[src/rtl/iomem_arbiter_if.sv]
// ---------------------------------------------------------------------------
// iomem_arbiter_if
// Bundles the three requester ports (VGA read, CPU read/write, KBD write),
// the grant indicator and the single-port I/O memory bus that the arbiter
// drives.
//   slave  modport : the arbiter (samples requests and mem_q, drives
//                    completions, read data, memory address/data/we, grant_id)
//   master modport : the environment (requesters plus the memory instance)
// ---------------------------------------------------------------------------
interface iomem_arbiter_if #(
    parameter int ADDR_W = 16,
    parameter int DATA_W = 16
);
    // VGA character fetch (read-only)
    logic              vga_req;
    logic [ADDR_W-1:0] vga_addr;
    logic              vga_done;
    logic [DATA_W-1:0] vga_rdata;

    // Processor (load/store)
    logic              cpu_req;
    logic              cpu_we;
    logic [ADDR_W-1:0] cpu_addr;
    logic [DATA_W-1:0] cpu_wdata;
    logic              cpu_done;
    logic [DATA_W-1:0] cpu_rdata;

    // PS/2 keyboard writer (write-only)
    logic              kbd_req;
    logic [ADDR_W-1:0] kbd_addr;
    logic [DATA_W-1:0] kbd_wdata;
    logic              kbd_done;

    // I/O memory bus
    logic [ADDR_W-1:0] mem_addr;
    logic [DATA_W-1:0] mem_wdata;
    logic              mem_we;
    logic [DATA_W-1:0] mem_q;

    // 0 = none, 1 = VGA, 2 = CPU, 3 = KBD
    logic [1:0]        grant_id;

    modport slave (
        input  vga_req, vga_addr,
        input  cpu_req, cpu_we, cpu_addr, cpu_wdata,
        input  kbd_req, kbd_addr, kbd_wdata,
        input  mem_q,
        output vga_done, vga_rdata,
        output cpu_done, cpu_rdata,
        output kbd_done,
        output mem_addr, mem_wdata, mem_we,
        output grant_id
    );

    modport master (
        output vga_req, vga_addr,
        output cpu_req, cpu_we, cpu_addr, cpu_wdata,
        output kbd_req, kbd_addr, kbd_wdata,
        output mem_q,
        input  vga_done, vga_rdata,
        input  cpu_done, cpu_rdata,
        input  kbd_done,
        input  mem_addr, mem_wdata, mem_we,
        input  grant_id
    );
endinterface

[src/rtl/iomem_arbiter.sv]
// ---------------------------------------------------------------------------
// iomem_arbiter
// Serialises VGA, CPU and KBD requests into one-at-a-time transactions on a
// single-port I/O memory with a one-cycle registered read.
// VGA has absolute priority; CPU and KBD share a one-bit round-robin pointer.
// Sequence per transaction: IDLE (sample/latch) -> ACCESS -> [WAIT] -> DONE.
// Ports:
//   clk  : system clock, rising edge
//   rst  : synchronous active-high reset
//   bus  : iomem_arbiter_if.slave (requesters, completions, memory bus)
// All outputs are registered.
// ---------------------------------------------------------------------------
module iomem_arbiter #(
    parameter int ADDR_W = 16,
    parameter int DATA_W = 16
) (
    input  logic            clk,
    input  logic            rst,
    iomem_arbiter_if.slave  bus
);

    typedef enum logic [1:0] {IDLE, ACCESS, WAIT, DONE} state_t;
    typedef enum logic [1:0] {
        GNT_NONE = 2'd0,
        GNT_VGA  = 2'd1,
        GNT_CPU  = 2'd2,
        GNT_KBD  = 2'd3
    } grant_t;

    state_t            state_q, state_d;
    grant_t            grant_q, grant_d;
    grant_t            winner;
    logic [ADDR_W-1:0] addr_q, addr_d;
    logic [DATA_W-1:0] wdata_q, wdata_d;
    logic              we_q, we_d;
    logic              rr_kbd_q, rr_kbd_d;   // 1 = KBD favoured on a CPU/KBD tie
    logic [DATA_W-1:0] vga_rdata_q, vga_rdata_d;
    logic [DATA_W-1:0] cpu_rdata_q, cpu_rdata_d;
    logic              done_set;             // transaction completes this cycle
    logic              vga_done_q, cpu_done_q, kbd_done_q;

    // Winner among the live requests; only consumed while IDLE.
    always_comb begin
        winner = GNT_NONE;
        if (bus.vga_req)
            winner = GNT_VGA;
        else if (bus.cpu_req && !(bus.kbd_req && rr_kbd_q))
            winner = GNT_CPU;
        else if (bus.kbd_req)
            winner = GNT_KBD;
    end

    // Next-state and next-register values.
    always_comb begin
        // NOTE: every variable gets a default first so no path leaves one
        // unassigned; that is what keeps this block free of inferred latches.
        state_d     = state_q;
        grant_d     = grant_q;
        addr_d      = addr_q;
        wdata_d     = wdata_q;
        we_d        = we_q;
        rr_kbd_d    = rr_kbd_q;
        vga_rdata_d = vga_rdata_q;
        cpu_rdata_d = cpu_rdata_q;
        done_set    = 1'b0;

        case (state_q)
            IDLE: begin
                case (winner)
                    GNT_VGA: begin
                        // Read-only port: write data keeps its last value.
                        addr_d = bus.vga_addr;
                        we_d   = 1'b0;
                    end
                    GNT_CPU: begin
                        addr_d   = bus.cpu_addr;
                        wdata_d  = bus.cpu_wdata;
                        we_d     = bus.cpu_we;
                        rr_kbd_d = 1'b1;
                    end
                    GNT_KBD: begin
                        addr_d   = bus.kbd_addr;
                        wdata_d  = bus.kbd_wdata;
                        we_d     = 1'b1;
                        rr_kbd_d = 1'b0;
                    end
                    default: ;
                endcase
                if (winner != GNT_NONE) begin
                    grant_d = winner;
                    state_d = ACCESS;
                end
            end
            ACCESS: begin
                // Memory samples the bus at the end of this cycle.
                we_d = 1'b0;
                if (we_q) begin
                    done_set = 1'b1;
                    state_d  = DONE;
                end else begin
                    state_d = WAIT;
                end
            end
            WAIT: begin
                // mem_q is valid now; only VGA and CPU ever read.
                if (grant_q == GNT_VGA)
                    vga_rdata_d = bus.mem_q;
                else
                    cpu_rdata_d = bus.mem_q;
                done_set = 1'b1;
                state_d  = DONE;
            end
            DONE: begin
                grant_d = GNT_NONE;
                state_d = IDLE;
            end
            default: state_d = IDLE;
        endcase
    end

    // NOTE: sequential state uses non-blocking assignments so every register
    // samples pre-edge values, independent of statement order.
    always_ff @(posedge clk) begin
        if (rst) begin
            // NOTE: the address/data/read-data registers are ordinary flops
            // with defined reset values, not a storage array, so they are
            // reset along with the control state.
            state_q     <= IDLE;
            grant_q     <= GNT_NONE;
            addr_q      <= '0;
            wdata_q     <= '0;
            we_q        <= 1'b0;
            rr_kbd_q    <= 1'b0;
            vga_rdata_q <= '0;
            cpu_rdata_q <= '0;
            vga_done_q  <= 1'b0;
            cpu_done_q  <= 1'b0;
            kbd_done_q  <= 1'b0;
        end else begin
            state_q     <= state_d;
            grant_q     <= grant_d;
            addr_q      <= addr_d;
            wdata_q     <= wdata_d;
            we_q        <= we_d;
            rr_kbd_q    <= rr_kbd_d;
            vga_rdata_q <= vga_rdata_d;
            cpu_rdata_q <= cpu_rdata_d;
            // Done pulses for exactly the DONE cycle, routed to the winner.
            vga_done_q  <= done_set && (grant_q == GNT_VGA);
            cpu_done_q  <= done_set && (grant_q == GNT_CPU);
            kbd_done_q  <= done_set && (grant_q == GNT_KBD);
        end
    end

    assign bus.mem_addr  = addr_q;
    assign bus.mem_wdata = wdata_q;
    assign bus.mem_we    = we_q;
    assign bus.grant_id  = grant_q;
    assign bus.vga_done  = vga_done_q;
    assign bus.cpu_done  = cpu_done_q;
    assign bus.kbd_done  = kbd_done_q;
    assign bus.vga_rdata = vga_rdata_q;
    assign bus.cpu_rdata = cpu_rdata_q;

endmodule

[src/flat_wrapper.sv]
// flat-port wrapper written by rule: the top's interface ports become plain ports
module iomem_arbiter_flat 
#(
    parameter int ADDR_W = 16,
    parameter int DATA_W = 16
)
  (clk, rst, bus_vga_req, bus_vga_addr, bus_cpu_req, bus_cpu_we, bus_cpu_addr, bus_cpu_wdata, bus_kbd_req, bus_kbd_addr, bus_kbd_wdata, bus_mem_q, bus_vga_done, bus_vga_rdata, bus_cpu_done, bus_cpu_rdata, bus_kbd_done, bus_mem_addr, bus_mem_wdata, bus_mem_we, bus_grant_id);
  iomem_arbiter_if #(.ADDR_W(ADDR_W), .DATA_W(DATA_W)) bus_i ();
  input  logic clk;
  input  logic rst;
  input wire logic [$bits(bus_i.vga_req)-1:0] bus_vga_req;
  input wire logic [$bits(bus_i.vga_addr)-1:0] bus_vga_addr;
  input wire logic [$bits(bus_i.cpu_req)-1:0] bus_cpu_req;
  input wire logic [$bits(bus_i.cpu_we)-1:0] bus_cpu_we;
  input wire logic [$bits(bus_i.cpu_addr)-1:0] bus_cpu_addr;
  input wire logic [$bits(bus_i.cpu_wdata)-1:0] bus_cpu_wdata;
  input wire logic [$bits(bus_i.kbd_req)-1:0] bus_kbd_req;
  input wire logic [$bits(bus_i.kbd_addr)-1:0] bus_kbd_addr;
  input wire logic [$bits(bus_i.kbd_wdata)-1:0] bus_kbd_wdata;
  input wire logic [$bits(bus_i.mem_q)-1:0] bus_mem_q;
  output wire logic [$bits(bus_i.vga_done)-1:0] bus_vga_done;
  output wire logic [$bits(bus_i.vga_rdata)-1:0] bus_vga_rdata;
  output wire logic [$bits(bus_i.cpu_done)-1:0] bus_cpu_done;
  output wire logic [$bits(bus_i.cpu_rdata)-1:0] bus_cpu_rdata;
  output wire logic [$bits(bus_i.kbd_done)-1:0] bus_kbd_done;
  output wire logic [$bits(bus_i.mem_addr)-1:0] bus_mem_addr;
  output wire logic [$bits(bus_i.mem_wdata)-1:0] bus_mem_wdata;
  output wire logic [$bits(bus_i.mem_we)-1:0] bus_mem_we;
  output wire logic [$bits(bus_i.grant_id)-1:0] bus_grant_id;
  assign bus_i.vga_req = bus_vga_req;
  assign bus_i.vga_addr = bus_vga_addr;
  assign bus_i.cpu_req = bus_cpu_req;
  assign bus_i.cpu_we = bus_cpu_we;
  assign bus_i.cpu_addr = bus_cpu_addr;
  assign bus_i.cpu_wdata = bus_cpu_wdata;
  assign bus_i.kbd_req = bus_kbd_req;
  assign bus_i.kbd_addr = bus_kbd_addr;
  assign bus_i.kbd_wdata = bus_kbd_wdata;
  assign bus_i.mem_q = bus_mem_q;
  assign bus_vga_done = bus_i.vga_done;
  assign bus_vga_rdata = bus_i.vga_rdata;
  assign bus_cpu_done = bus_i.cpu_done;
  assign bus_cpu_rdata = bus_i.cpu_rdata;
  assign bus_kbd_done = bus_i.kbd_done;
  assign bus_mem_addr = bus_i.mem_addr;
  assign bus_mem_wdata = bus_i.mem_wdata;
  assign bus_mem_we = bus_i.mem_we;
  assign bus_grant_id = bus_i.grant_id;
  iomem_arbiter #(.ADDR_W(ADDR_W), .DATA_W(DATA_W)) u_core (.clk(clk), .rst(rst), .bus(bus_i));
endmodule
[config.mk]
export PLATFORM = sky130hd
export DESIGN_NAME = iomem_arbiter_flat
export DESIGN_NICKNAME = d
export VERILOG_FILES = /design/src/rtl/iomem_arbiter_if.sv /design/src/rtl/iomem_arbiter.sv /design/src/flat_wrapper.sv
export SDC_FILE = /design/constraint.sdc
export NUM_CORES = 1
export LEC_CHECK = 0
export ABC_CLOCK_PERIOD_IN_PS = 2150
export BUFFER_PORTS_ARGS = -buffer_cell sky130_fd_sc_hd__buf_2
export CORE_MARGIN = 2
export CORE_UTILIZATION = 40
export CTS_CLUSTER_SIZE = 28
export DETAILED_ROUTE_END_ITERATION = 10
export GPL_TIMING_DRIVEN = 0
export PLACE_DENSITY = 0.79
export SLEW_MARGIN = 20
export SYNTH_ARGS = -nofsm -noshare
export SYNTH_HDL_FRONTEND = slang
export SYNTH_SLANG_ARGS = --single-unit
[constraint.sdc]
create_clock -name clk -period 2.15 [get_ports clk]
set_clock_uncertainty 0.1 [all_clocks]
set_input_delay 0.5375 -clock clk [delete_from_list [all_inputs] [get_ports clk]]
set_output_delay 0.5375 -clock clk [all_outputs]
set_load 0.005 [all_outputs]
# After elaboration in Yosys (flattened, before gate mapping)
# Cells that the tools add are included.
# Widths: inputs -> output; s select.
[word_totals]
wordCells = 56
in_bits = 102
ff_bits = 73
[classes]
eq_ne = 11
bitwise_logic = 1
mux = 15
reduce_logical = 18
[ops]
columns = ["operator", "n"]
rows = [
  ["$pmux 16 s3", 1],
  ["$pmux 16 s2", 1],
  ["$eq 2x2->1 const B", 6],
  ["$reduce_and 2->1", 6],
  ["$mux 2", 5],
  ["$pmux 2 s4", 1],
  ["$reduce_bool 2->1", 4],
  ["$eq 2x1->1 const B", 3],
  ["$pmux 1 s2", 3],
  ["$logic_and 1x1->1", 5],
  ["$ne 4x4->1 const B", 1],
  ["$pmux 2 s2", 1],
  ["$pmux 1 s3", 1],
  ["$reduce_bool 3->1", 1],
  ["$logic_not 2->1", 1],
  ["$mux 1", 2],
  ["$ne 2x1->1 const B", 1],
  ["$logic_not 1->1", 1],
  ["$not 1->1", 1],
]

# Longest topological paths before layout
[logic_depth]
ltp_word = 8
ltp_mapped = 11
ltp_nobuf = 7

# Worst setup path after synthesis
# Ideal clock, no wire load.
[synth_path]
path_type = "input to register"
from = "input bus_cpu_req"
to = "register u_core.rr_kbd_q"
arrival_time_ns = 2.102
path_buffers = 4
stages = 10
setup_slack_ns = -0.140
required_ns = 1.962
cell_sequence = "nand2b_1 buf_2 a21oi_1 inv_1 ha_1 buf_6 o21a_1 buf_4 buf_6 a311oi_2"
[synth_via]
elab_chain_len = 6
[synth_lines]
columns = ["element", "line", "rtl"]
rows = [
  ["start, declared", "flat_wrapper.sv:13", "input wire logic [$bits(bus_i.cpu_req)-1:0] bus_cpu_req;"],
  ["$logic_and 1x1->1 *", "iomem_arbiter.sv:47", "else if (bus.cpu_req && !(bus.kbd_req && rr_kbd_q))"],
  ["$mux 2 *", "iomem_arbiter.sv:47", ""],
  ["$mux 2 *", "iomem_arbiter.sv:45", "if (bus.vga_req)"],
  ["$eq 2x2->1", "iomem_arbiter.sv:69", "case (winner)"],
  ["$reduce_bool 2->1 (no source line)", "--", ""],
  ["$reduce_and 2->1 (no source line)", "--", ""],
  ["end signal, assigned", "iomem_arbiter.sv:145", "rr_kbd_q <= rr_kbd_d;"],
  ["end, declared", "iomem_arbiter.sv:36", "logic rr_kbd_q, rr_kbd_d;"],
]
# Every way passes the cells marked *; elsewhere a longest branch is shown, timed or not.
# A chain may end at the register's enable or synchronous reset.

# Worst setup path after layout
[layout_path]
from = "input bus_kbd_req"
to = "register u_core.addr_q[6] (netlist: u_core.bus.mem_addr[6])"
[layout_via]
elab_chain_len = 8
[layout_lines]
columns = ["element", "line", "rtl"]
rows = [
  ["start, declared", "flat_wrapper.sv:17", "input wire logic [$bits(bus_i.kbd_req)-1:0] bus_kbd_req;"],
  ["$logic_and 1x1->1", "iomem_arbiter.sv:47", ""],
  ["$logic_not 1->1", "iomem_arbiter.sv:47", ""],
  ["$logic_and 1x1->1", "iomem_arbiter.sv:47", ""],
  ["$mux 2 *", "iomem_arbiter.sv:47", ""],
  ["$mux 2 *", "iomem_arbiter.sv:45", ""],
  ["$eq 2x1->1 or $eq 2x2->1 (tied branches)", "iomem_arbiter.sv:69", ""],
  ["$reduce_bool 3->1 (no source line)", "--", ""],
  ["$reduce_and 2->1 (no source line)", "--", ""],
  ["end signal, assigned", "iomem_arbiter.sv:142", "addr_q <= addr_d;"],
  ["end, declared", "iomem_arbiter.sv:33", "logic [ADDR_W-1:0] addr_q, addr_d;"],
]
# Marks and branches as above.

==> flow_metrics.py <==
metrics = {
    "cells_and_area": {
        "drive_above_1_share_pct": 44.9,
        "num-fill-cells": 758,
        "antenna_cells": 0,
        "nets": 661,
        "syn_to_final_growth_pct": 39.2,
    },
    "critical_path": {
        "cp_common_cell": "nor2_1",
        "slowest_stage": "nand2b_1",
        "arrival_ns": 2.18,
        "path_max_fanout": 10,
        "crit_path_end_kind": "flip-flop",
        "rr_worst_depth": 11,
        "path_cells": "buf_2 > nor2_1 > nor2_1 > inv_1 > ha_1 > nand2b_1 > buf_4 > a221oi_1 > a211oi_1",
        "cp.required_ns": 2.26,
        "critical_path_class": "in2reg",
        "start_kind": "primary input",
        "slowest_delay_ns": 0.28,
    },
    "drt": {
        "drt_wl_total_um": 9840,
        "wl_per_cell_um": 14.9,
        "post_drt_via_cell_ratio": 5.30,
        "drt_pass1_iterations": 4,
        "drc_errors": 0,
        "postRouteAntennaNets": 0,
        "vias": 3510,
        "drt_first_iter_violations": 107,
    },
    "synth": {
        "synth_area_sq_um": 3320,
        "ys_ff_latch": 73,
        "synth_top_family_by_area": "compound AO/OA/AOI/OAI gates",
        "yosys.area_share.xor_xnor_pct": 0,
        "synthCells": 371,
        "yosysSeqAreaShare_pct": 44.0,
        "postSynth.asyncResetShare_pct": 0,
        "synth_fa_ha_area_share_pct": 2.64,
        "ys_types": 37,
        "syn_area_per_cell_sq_um": 8.94,
        "synth-edff-count": 0,
        "synthSimpleGateAreaFrac_pct": 18.5,
        "synth_mux_area_share_pct": 5.13,
        "synthesis.nets": 480,
        "yosysWarningCount": 0,
        "synth-compound-area-share_pct": 23.0,
        "synth_flop_cell": "dfxtp_1",
    },
    "clock_tree": {
        "clock_sinks": 73,
        "root_buffer": "clkbuf_8",
        "clk_pin_slew_ns": 0.08,
        "worstSkewPairLatency_ns": 0.34,
        "cts.htree.levels": 3,
        "cts_hold_buf": 0,
        "numCtsBuffers": 9,
        "tritoncts": "yes",
        "cts.path.max_buffers": 2,
    },
    "sta": {
        "timing.fmax_ghz": 0.481,
        "setup_viol_count_final": 0,
        "min_period_ns": 2.08,
        "drv_slew": 0,
        "hold_violations": 0,
        "fin_crit_sh_pct": 96.7,
        "worst-slew-pin-transition_ns": 0.723,
        "slew_headroom_pct": 51.8,
        "setup_tns_ns": 0,
    },
    "power_and_ir_drop": {
        "leakagePower_uw": 0.00207,
        "power.density_nw_per_um2": 994,
        "peakVddDrop_mv": 0.563,
        "finalPower_uw": 4590,
    },
    "global_route": {
        "grt_max_degree": 13,
        "grt_util_all_layers_pct": 20.8,
        "grt_pass1_wl_um": 14800,
        "grt_pass1_vias": 3300,
        "antenna_found_initial": 0,
        "grt_overflow": 0,
    },
    "placed_design": {
        "place.gp.congestion": 0.797,
        "dp_hpwl_um": 7210,
        "portBuffers": 170,
    },
    "outcome": {
        "outcome": "completed",
    },
    "floorplanning": {
        "rows": 33,
        "die-area_sq_um": 9040,
        "start_util_pct": 40.8,
        "fp.coreArea_sq_um": 8130,
        "dieWidth_um": 95.1,
        "die_h_um": 95.1,
        "io_pins": 172,
    },
    "min_path": {
        "min_path_cells": 3,
        "min_path_type": "in2reg",
    },
    "flow_run": {
        "maxCapViolCount": 0,
    },
}
synthesized netlist by cell type (5+ instances only):
cell type / count / area, sq um
a211oi_1: 21 / 158
a211oi_2: 12 / 150
a21oi_1: 33 / 165
a221oi_1: 16 / 140
buf_2: 12 / 60.1
buf_4: 7 / 52.6
clkbuf_1: 11 / 41.3
dfxtp_1: 73 / 1460
ha_1: 7 / 87.6
inv_1: 5 / 18.8
mux2i_1: 17 / 170
nand2_1: 32 / 120
nand3_1: 17 / 85.1
nand4_1: 16 / 100
nor2_1: 38 / 143
o21ai_0: 21 / 105
cell type report:
| class | instances | area [sq um] | share of cell area, % |
|---|---|---|---|
| well taps | 105 | 131 | 2.84 |
| clock inverters | 5 | 31.3 | 0.677 |
| inverters | 5 | 18.8 | 0.406 |
| repair buffers | 171 | 858 | 18.6 |
| clock buffers | 11 | 141 | 3.06 |
| plain buffers | 35 | 230 | 4.98 |
| flip-flops and latches | 73 | 1460 | 31.6 |
| multi-input cells | 257 | 1750 | 37.8 |
report_power, final:
group | internal, uW | switching (uW) | total, uW
Clock | 447 | 505 | 952
Sequential | 1650 | 182 | 1830
Combinational | 802 | 1010 | 1810
cell usage in the layout, fill, tap and decap left out, drive strengths merged, types with 17 or more instances in the layout:
cell    synthesis  routed
a21oi          33      33
nand2          32      32
mux2i          17      17
nor2           41      41
nand3          17      17
dfxtp          73      73
o21ai          21      21
a211oi         33      33
buf            23     194
clkbuf         13      23
registers in the layout (all words and copies together), names as in the netlist:
name	count
u_core.state_q	2
u_core.bus.mem_wdata	16
u_core.bus.cpu_done	1
u_core.bus.vga_done	1
u_core.bus.mem_addr	16
u_core.bus.cpu_rdata	16
u_core.bus.kbd_done	1
u_core.bus.mem_we	1
u_core.bus.grant_id	2
u_core.bus.vga_rdata	16
u_core.rr_kbd_q	1
per-stage QoR:
| stage | util [%] | instance area (sq um) | worst slack, ns | hold slack [ns] | instances |
|---|---|---|---|---|---|
| after global routing | 56.8 | 4620 | -0.00190 | 0.343 | 662 |
| final | 56.8 | 4620 | 0.0720 | 0.339 | 662 |
| after CTS | 55.2 | 4490 | 0.00737 | 0.320 | 661 |
| after detailed placement | 53.0 | 4310 | -0.356 | 0.343 | 646 |
| after floorplan | - | 3330 | 0.00125 | 0.353 | 371 |
| after global placement | 53.0 | 4310 | -0.273 | 0.339 | 646 |
cell families after synthesis:
kind of cell,after synthesis
AO/OA/AOI/OAI,108
adder cells (fa/ha/maj),7
buffers and inverters,41
flip-flops,73
multiplexers,17
AND/OR/NAND/NOR,125
path summary, 6_finish.rpt:
path         slack, ns                  endpoint                     start
max               0.07    u_core.bus.mem_addr[6]               bus_kbd_req
min               0.34  u_core.bus.vga_rdata[13]             bus_mem_q[13]
max reg2reg       0.07  u_core.bus.mem_wdata[13]           u_core.rr_kbd_q
min reg2reg       0.35  u_core.bus.vga_rdata[14]  u_core.bus.vga_rdata[14]
repair_timing:
action | 4_1_cts | 5_1_grt
hold endpoints to repair | 0 | 0
gates resized for setup | 3 | 30
pin swaps | 0 | 1
setup buffers | 0 | 1
endpoints found under the setup margin | 24 | 28
layer usage:
layer / wire [um] / global-route usage (%)
met5: 0 / 0
met4: 195 / 7.25
met3: 683 / 6.09
met2: 5050 / 36.4
met1: 3910 / 24.0
worst max-delay path, delay by kind of cell:
kind                     cells  cell delay, ns
AO/OA/AOI/OAI                2            0.34
AND/OR/NAND/NOR              3            0.58
buffers and inverters        3            0.51
adder cells (fa/ha/maj)      1            0.22
No activity file was read; power rests on OpenSTA's default activity.
